### config.mk
export PLATFORM = sky130hd
export DESIGN_NAME = inside_range_scanner
export DESIGN_NICKNAME = d
export VERILOG_FILES = /design/src/rtl/inside_range_pkg.sv /design/src/rtl/inside_range_scanner_cmp.sv /design/src/rtl/inside_range_scanner.sv
export SDC_FILE = /design/constraint.sdc
export NUM_CORES = 1
export LEC_CHECK = 0
export ABC_CLOCK_PERIOD_IN_PS = 3400
export CAP_MARGIN = 10
export CELL_PAD_IN_SITES_DETAIL_PLACEMENT = 1
export CELL_PAD_IN_SITES_GLOBAL_PLACEMENT = 2
export CORE_ASPECT_RATIO = 1.2
export CORE_MARGIN = 1.5
export CORE_UTILIZATION = 40
export CTS_BUF_LIST = sky130_fd_sc_hd__clkbuf_8
export CTS_CLUSTER_DIAMETER = 30
export CTS_CLUSTER_SIZE = 12
export DETAILED_ROUTE_END_ITERATION = 10
export PLACE_DENSITY_LB_ADDON = 0.2
export SYNTH_ARGS = -nofsm -noshare
export SYNTH_HDL_FRONTEND = slang
export SYNTH_HIERARCHICAL = 1
export SYNTH_SLANG_ARGS = --single-unit
### constraint.sdc
create_clock -name clk -period 3.4 [get_ports clk]
set_input_delay 0.68 -clock clk [delete_from_list [all_inputs] [get_ports clk]]
set_output_delay 0.68 -clock clk [all_outputs]
set_load 0.1 [all_outputs]
### src/rtl/inside_range_pkg.sv
// Shared types for the inside-style range-membership scanner.
// The table entry and FSM state types live here so the scanner top and the
// range comparator agree on one layout.
package inside_range_pkg;

  // Widest value/bound a table entry stores. The scanner's DATA_W must not
  // exceed this; narrower values are zero-extended into the entry, which
  // keeps the unsigned ordering unchanged.
  localparam int ENTRY_W = 8;

  // One inclusive range [lo:hi]. A cleared entry (en=0) never matches.
  typedef struct packed {
    logic               en;
    logic [ENTRY_W-1:0] lo;
    logic [ENTRY_W-1:0] hi;
  } range_entry_t;

  // Scanner sequencing: wait for a value, walk the table, hold the answer.
  typedef enum logic [1:0] {
    IDLE = 2'd0,
    SCAN = 2'd1,
    RESP = 2'd2
  } scan_state_e;

  // Build a table entry from already-widened bounds.
  function automatic range_entry_t make_entry(input logic               en,
                                              input logic [ENTRY_W-1:0] lo,
                                              input logic [ENTRY_W-1:0] hi);
    range_entry_t e;
    e.en = en;
    e.lo = lo;
    e.hi = hi;
    return e;
  endfunction

endpackage

### src/rtl/inside_range_scanner_cmp.sv
// range_cmp: purely combinational inclusive range test for one table entry.
// An entry whose lo is above hi can never satisfy both bounds, so inverted
// entries fall out as "never match" without extra logic.
module range_cmp
  import inside_range_pkg::*;
(
  input  range_entry_t       entry,
  input  logic [ENTRY_W-1:0] data,
  output logic               match
);

  // Unsigned, inclusive on both ends, gated by the entry enable.
  assign match = entry.en && (entry.lo <= data) && (data <= entry.hi);

endmodule

### src/rtl/inside_range_scanner.sv
// inside_range_scanner: takes one value per request, finds the lowest-index
// enabled table range containing it, and returns hit/index on a response
// channel. The range table is written by a control master at any time.
//
// Build option: define RANGE_SCAN_PARALLEL_EN to compare every entry in a
// single SCAN cycle through a priority encoder. Left undefined, the table is
// walked one entry per cycle. Ports and response values are identical in both.
//
// Handshake: a transfer happens on a rising edge where valid and ready are
// both high; a valid source holds its payload until that edge, and ready
// never depends combinationally on valid (both ready and rsp_valid are
// registered here).
module inside_range_scanner
  import inside_range_pkg::*;
#(
  parameter  int DATA_W     = 8,
  parameter  int NUM_RANGES = 4,
  localparam int IDX_W      = $clog2(NUM_RANGES)
) (
  input  logic              clk,
  input  logic              rst,
  input  logic              cfg_we,
  input  logic [IDX_W-1:0]  cfg_idx,
  input  logic              cfg_en,
  input  logic [DATA_W-1:0] cfg_lo,
  input  logic [DATA_W-1:0] cfg_hi,
  input  logic              req_valid,
  output logic              req_ready,
  input  logic [DATA_W-1:0] req_data,
  output logic              rsp_valid,
  input  logic              rsp_ready,
  output logic              rsp_hit,
  output logic [IDX_W-1:0]  rsp_idx
);

  scan_state_e        state;
  range_entry_t       entries_q [NUM_RANGES];
  logic [ENTRY_W-1:0] data_q;

  // Result of the current SCAN cycle, produced by whichever scan build is in use.
  logic               scan_hit;
  logic [IDX_W-1:0]   scan_idx;
  logic               scan_last;

  // A write to an index beyond the table (non power-of-two sizes) is dropped.
  logic               cfg_idx_ok;
  assign cfg_idx_ok = ({1'b0, cfg_idx} < (IDX_W+1)'(NUM_RANGES));

  // Range table: cleared by reset, writable in every state. The scan reads the
  // registered copy, so a write landing on the entry being compared this edge
  // only becomes visible from the next edge onwards.
  always_ff @(posedge clk or posedge rst) begin
    if (rst) begin
      for (int i = 0; i < NUM_RANGES; i++) begin
        entries_q[i] <= '0;
      end
    end else if (cfg_we && cfg_idx_ok) begin
      entries_q[cfg_idx] <= make_entry(cfg_en, ENTRY_W'(cfg_lo), ENTRY_W'(cfg_hi));
    end
  end

`ifdef RANGE_SCAN_PARALLEL_EN

  logic [NUM_RANGES-1:0] match_vec;

  for (genvar g = 0; g < NUM_RANGES; g++) begin : g_cmp
    range_cmp u_cmp (
      .entry (entries_q[g]),
      .data  (data_q),
      .match (match_vec[g])
    );
  end

  // Priority encoder: the lowest matching index wins; a miss reports index 0.
  always_comb begin
    scan_idx = '0;
    for (int i = NUM_RANGES - 1; i >= 0; i--) begin
      if (match_vec[i]) begin
        scan_idx = IDX_W'(i);
      end
    end
  end

  assign scan_hit  = |match_vec;
  // Every entry is examined at once, so the first SCAN cycle is also the last.
  assign scan_last = 1'b1;

`else

  logic [IDX_W-1:0] ptr_q;
  logic             cur_match;

  range_cmp u_cmp (
    .entry (entries_q[ptr_q]),
    .data  (data_q),
    .match (cur_match)
  );

  // Scan pointer: parked at entry 0 outside SCAN, advances while the walk continues.
  always_ff @(posedge clk or posedge rst) begin
    if (rst) begin
      ptr_q <= '0;
    end else if (state != SCAN) begin
      ptr_q <= '0;
    end else if (!cur_match && !scan_last) begin
      ptr_q <= ptr_q + IDX_W'(1);
    end
  end

  assign scan_hit  = cur_match;
  assign scan_idx  = ptr_q;
  assign scan_last = (ptr_q == IDX_W'(NUM_RANGES - 1));

`endif

  // Request/scan/response sequencer with registered handshake outputs.
  always_ff @(posedge clk or posedge rst) begin
    if (rst) begin
      state     <= IDLE;
      req_ready <= 1'b0;
      rsp_valid <= 1'b0;
      rsp_hit   <= 1'b0;
      rsp_idx   <= '0;
      data_q    <= '0;
    end else begin
      case (state)
        IDLE: begin
          // First IDLE cycle after reset raises ready; later visits enter with it set.
          req_ready <= 1'b1;
          if (req_valid && req_ready) begin
            data_q    <= ENTRY_W'(req_data);
            req_ready <= 1'b0;
            state     <= SCAN;
          end
        end
        SCAN: begin
          if (scan_hit || scan_last) begin
            state     <= RESP;
            rsp_valid <= 1'b1;
            rsp_hit   <= scan_hit;
            rsp_idx   <= scan_hit ? scan_idx : '0;
          end
        end
        RESP: begin
          // Result stays frozen until the consumer takes it; no new request here.
          if (rsp_ready) begin
            state     <= IDLE;
            rsp_valid <= 1'b0;
            rsp_hit   <= 1'b0;
            rsp_idx   <= '0;
            req_ready <= 1'b1;
          end
        end
        default: begin
          state     <= IDLE;
          req_ready <= 1'b0;
          rsp_valid <= 1'b0;
        end
      endcase
    end
  end

endmodule

==> impl_results.md <==
* Status: completed
* CTS tree: done
* Number of H-tree levels at 3
* Initial core utilization at 0.4089
* Post-synthesis cell area at slightly above 0.004 mm^2
* Post-CTS resize count at 0
* #FFs+latches synth at between 80 and 90
* Peak supply drop at 0.0002669 V
* Post-Syn Nets at about 320
* Die Height at 113.5 um
* Dpl cells at 433
* Pin count of the biggest net entering global routing at 86
* Wire per inst at between 15 and 20 um
* Initial drt markers at 91
* Die Wd at between 90 and 100 um
* Clk buf depth at 2
* # fillers at 1010
* Core area at approximately 0.010 mm^2
* Reg area at between 0.002 and 0.0025 mm^2
* Leakage at roughly 2.0 nW
* Psw at between 0.001 and 0.0015 W
* Worst Skew at between 7 and 8 ps
* Final HPWL DP at 5.646 mm
* DR WL met2 at 4.125 mm
* Antenna Nets Post-Route at 0
* Share of layout cells above drive strength 1 at 0.3932
* Number of global-route vias before repair at about 2500
* Global-route wire length before repair at 13.48 mm
* I/O pin count at 37
* Mapped Cells at approximately 270
* Clock slew at reported path FFs at approximately 80 ps
* Multi-input logic area at about 0.0018 mm^2
* Placement Rows at 40
* Unrepaired setup endpoints after global routing: no
* Global route overflow at 0
* Sequential area share after synthesis at 0.5223
* Power Dens Cells at 745.6 mW/mm^2
* Max Slew Vio Count at 0
* Internal power at about 0.0023 W
* Max Clock Freq at ~330 MHz
* Worst Path Arrival at 3300 ps
* Clk_lat worst skew at ~360 ps
* Root Driver: clkbuf_8
* Initial antenna violation count at 0
* Comb power frac at 0.417
* Most common cell after layout, fill and taps aside: dfrtp_1
* Nets at roughly 370
* CTS Sinks at 85
* Gpl congestion at 0.7167
* Critical Path End Type: flip-flop
* Setup TNS at 0 ps
* Final Non-Filler Cells at between 400 and 500
* Setup Fix Bufs, Post-CTS at 0
* DR WL met3 at ~240 um
* Final period utilization at 0.8835
* Synth warnings at 6
* Number of port buffers at 36
* Switch share at 0.3586
* ANT cells at 0
* CP startpoint kind: flip-flop
* Synthesized area per cell at 14.86 um^2
* Final worst path period need at approximately 3000 ps
* CTS buffer count at 9
* Max Used Layer: met4
* Hold_buf cts at 0
* Tot GR Track Use at 0.1694
* Max cap viols at 0
* # DRC at 0
* Setup CP Type: reg -> reg
* Final Hold Fails at 0
* Die area at between 0.01 and 0.015 mm^2
* Distinct cell type count after synthesis at 35
* Area delta synth->final at 17.14%
* Hold Path Class: reg -> reg
* Clock Power Share at 0.183
* First-pass DRT Iterations at 4
* Vias per cell at roughly 5.3
* Metal-1 WL at ~3.5 mm
* Crit path max fanout at 10
* Setup violators final at 0
* Tightest Pin Transition at 964.4 ps
* Slew headroom at 0.3550
* Seq pwr share at 0.399
* Final WL at between 8 and 9 mm
* Worst Path Required at approximately 3700 ps
* Via count at roughly 2400
* Most frequent cells in the layout: dfrtp_1 (85), mux2_2 (76), clkdlybuf4s50_1 (34)
-- sequential cells by signal, summed over array words and instances, names as in the netlist --
register / cells
rsp_hit: 1
entries_q: 68
data_q: 8
ptr_q: 2
rsp_valid: 1
req_ready: 1
rsp_idx: 2
state: 2
-- per-stage QoR --
| step | area, um^2 | total power, W | worst slack, ps | hold WS, ps | utilization |
|---|---|---|---|---|---|
| floorplan | 4073 | 0.002553 | 526.5 | 473.8 | - |
| global placement | 4593 | 0.002920 | 465.1 | 482.3 | 0.4612 |
| detailed placement | 4593 | 0.002958 | 390.5 | 493.3 | 0.4612 |
| CTS | 4771 | 0.003621 | 353.0 | 510.1 | 0.4790 |
| global route | 4771 | 0.003820 | 127.5 | 524.3 | 0.4790 |
| finish | 4771 | 0.003557 | 396.0 | 507.1 | 0.4790 |
-- worst paths after layout --
check	startpoint	end	slack, ps	cells past startpoint
setup reg to reg	ptr_q[1]	rsp_idx[0]	400	10
setup / recovery	ptr_q[1]	rsp_idx[0]	400	10
max in group asynchronous	rst	data_q[6]	2330	3
min in group asynchronous	rst	entries_q[25]	720	3
hold / removal	entries_q[52]	entries_q[52]	510	1
hold reg to reg	entries_q[52]	entries_q[52]	510	1
-- synthesized netlist by cell type --
cell type / n / area (um^2)
a2111oi_2: 1 / 15.01
a211oi_2: 1 / 12.51
a21o_1: 1 / 7.510
a21oi_1: 6 / 30.03
a21oi_2: 1 / 8.760
a221oi_1: 1 / 8.760
a22o_1: 1 / 8.760
a2bb2oi_1: 1 / 8.760
a32o_1: 2 / 20.02
buf_2: 6 / 30.03
buf_6: 3 / 33.78
dfrtp_1: 85 / 2127
ha_1: 17 / 212.7
inv_1: 17 / 63.81
mux2_2: 76 / 855.8
mux4_2: 17 / 382.9
nand2_1: 7 / 26.28
nand2b_1: 2 / 12.51
nand3_1: 1 / 5.000
nand3_2: 1 / 10.01
nand3b_2: 2 / 22.52
nand4_1: 3 / 18.77
nor2_1: 7 / 26.28
nor2b_1: 2 / 12.51
nor2b_4: 1 / 13.76
nor3_1: 1 / 5.000
nor3b_1: 1 / 7.510
nor3b_4: 1 / 18.77
nor4b_1: 1 / 8.760
o211ai_2: 1 / 12.51
o21ai_0: 3 / 15.01
o21bai_1: 1 / 7.510
o22a_1: 1 / 8.760
or2_2: 1 / 6.260
xnor2_1: 1 / 8.760
-- cell type report --
type,count,share of cell area
Clock buffer,11,0.03173
Tap cell,126,0.03304
Timing Repair Buffer,42,0.08917
Clock inverter,5,0.005507
Multi-Input combinational cell,163,0.3811
Sequential cell,85,0.4458
Inverter,17,0.01364
-- critical path: stages (launching register included) --
cell and delay, ps:
dfrtp_1 450, buf_4 250, mux4_2 520, ha_1 310, nand4_1 160, a21oi_2 170
a2111oi_2 70, o22a_1 230, or2_2 340, a2bb2oi_1 260, a32o_1 170
-- logic make-up after synthesis --
group	after synthesis	share of synthesized area
mux	93	0.3041
flops	85	0.5223
simple gates	31	0.04762
buf+inv	26	0.03134
compound gates	21	0.04025
fa+ha+maj	17	0.05223
xor+xnor	1	0.002151
-- layer usage --
layer  global-route usage  vias up
met3              0.03467       12
met1               0.2175     1224
met5                    0        -
met2               0.2747       35
met4              0.07463        0
li1                     -     1098
-- power groups by stage --
stage | sequential [W] | clock [W] | combinational (W)
final | 0.00142 | 0.000651 | 0.00148
after global routing | 0.00146 | 0.000716 | 0.00164
after CTS | 0.00143 | 0.000676 | 0.00152
after detailed placement | 0.00145 | 0 | 0.00151
after global placement | 0.00145 | 0 | 0.00147
after floorplan | 0.00156 | 0 | 0.000995
(Power assumes the default switching activity.)
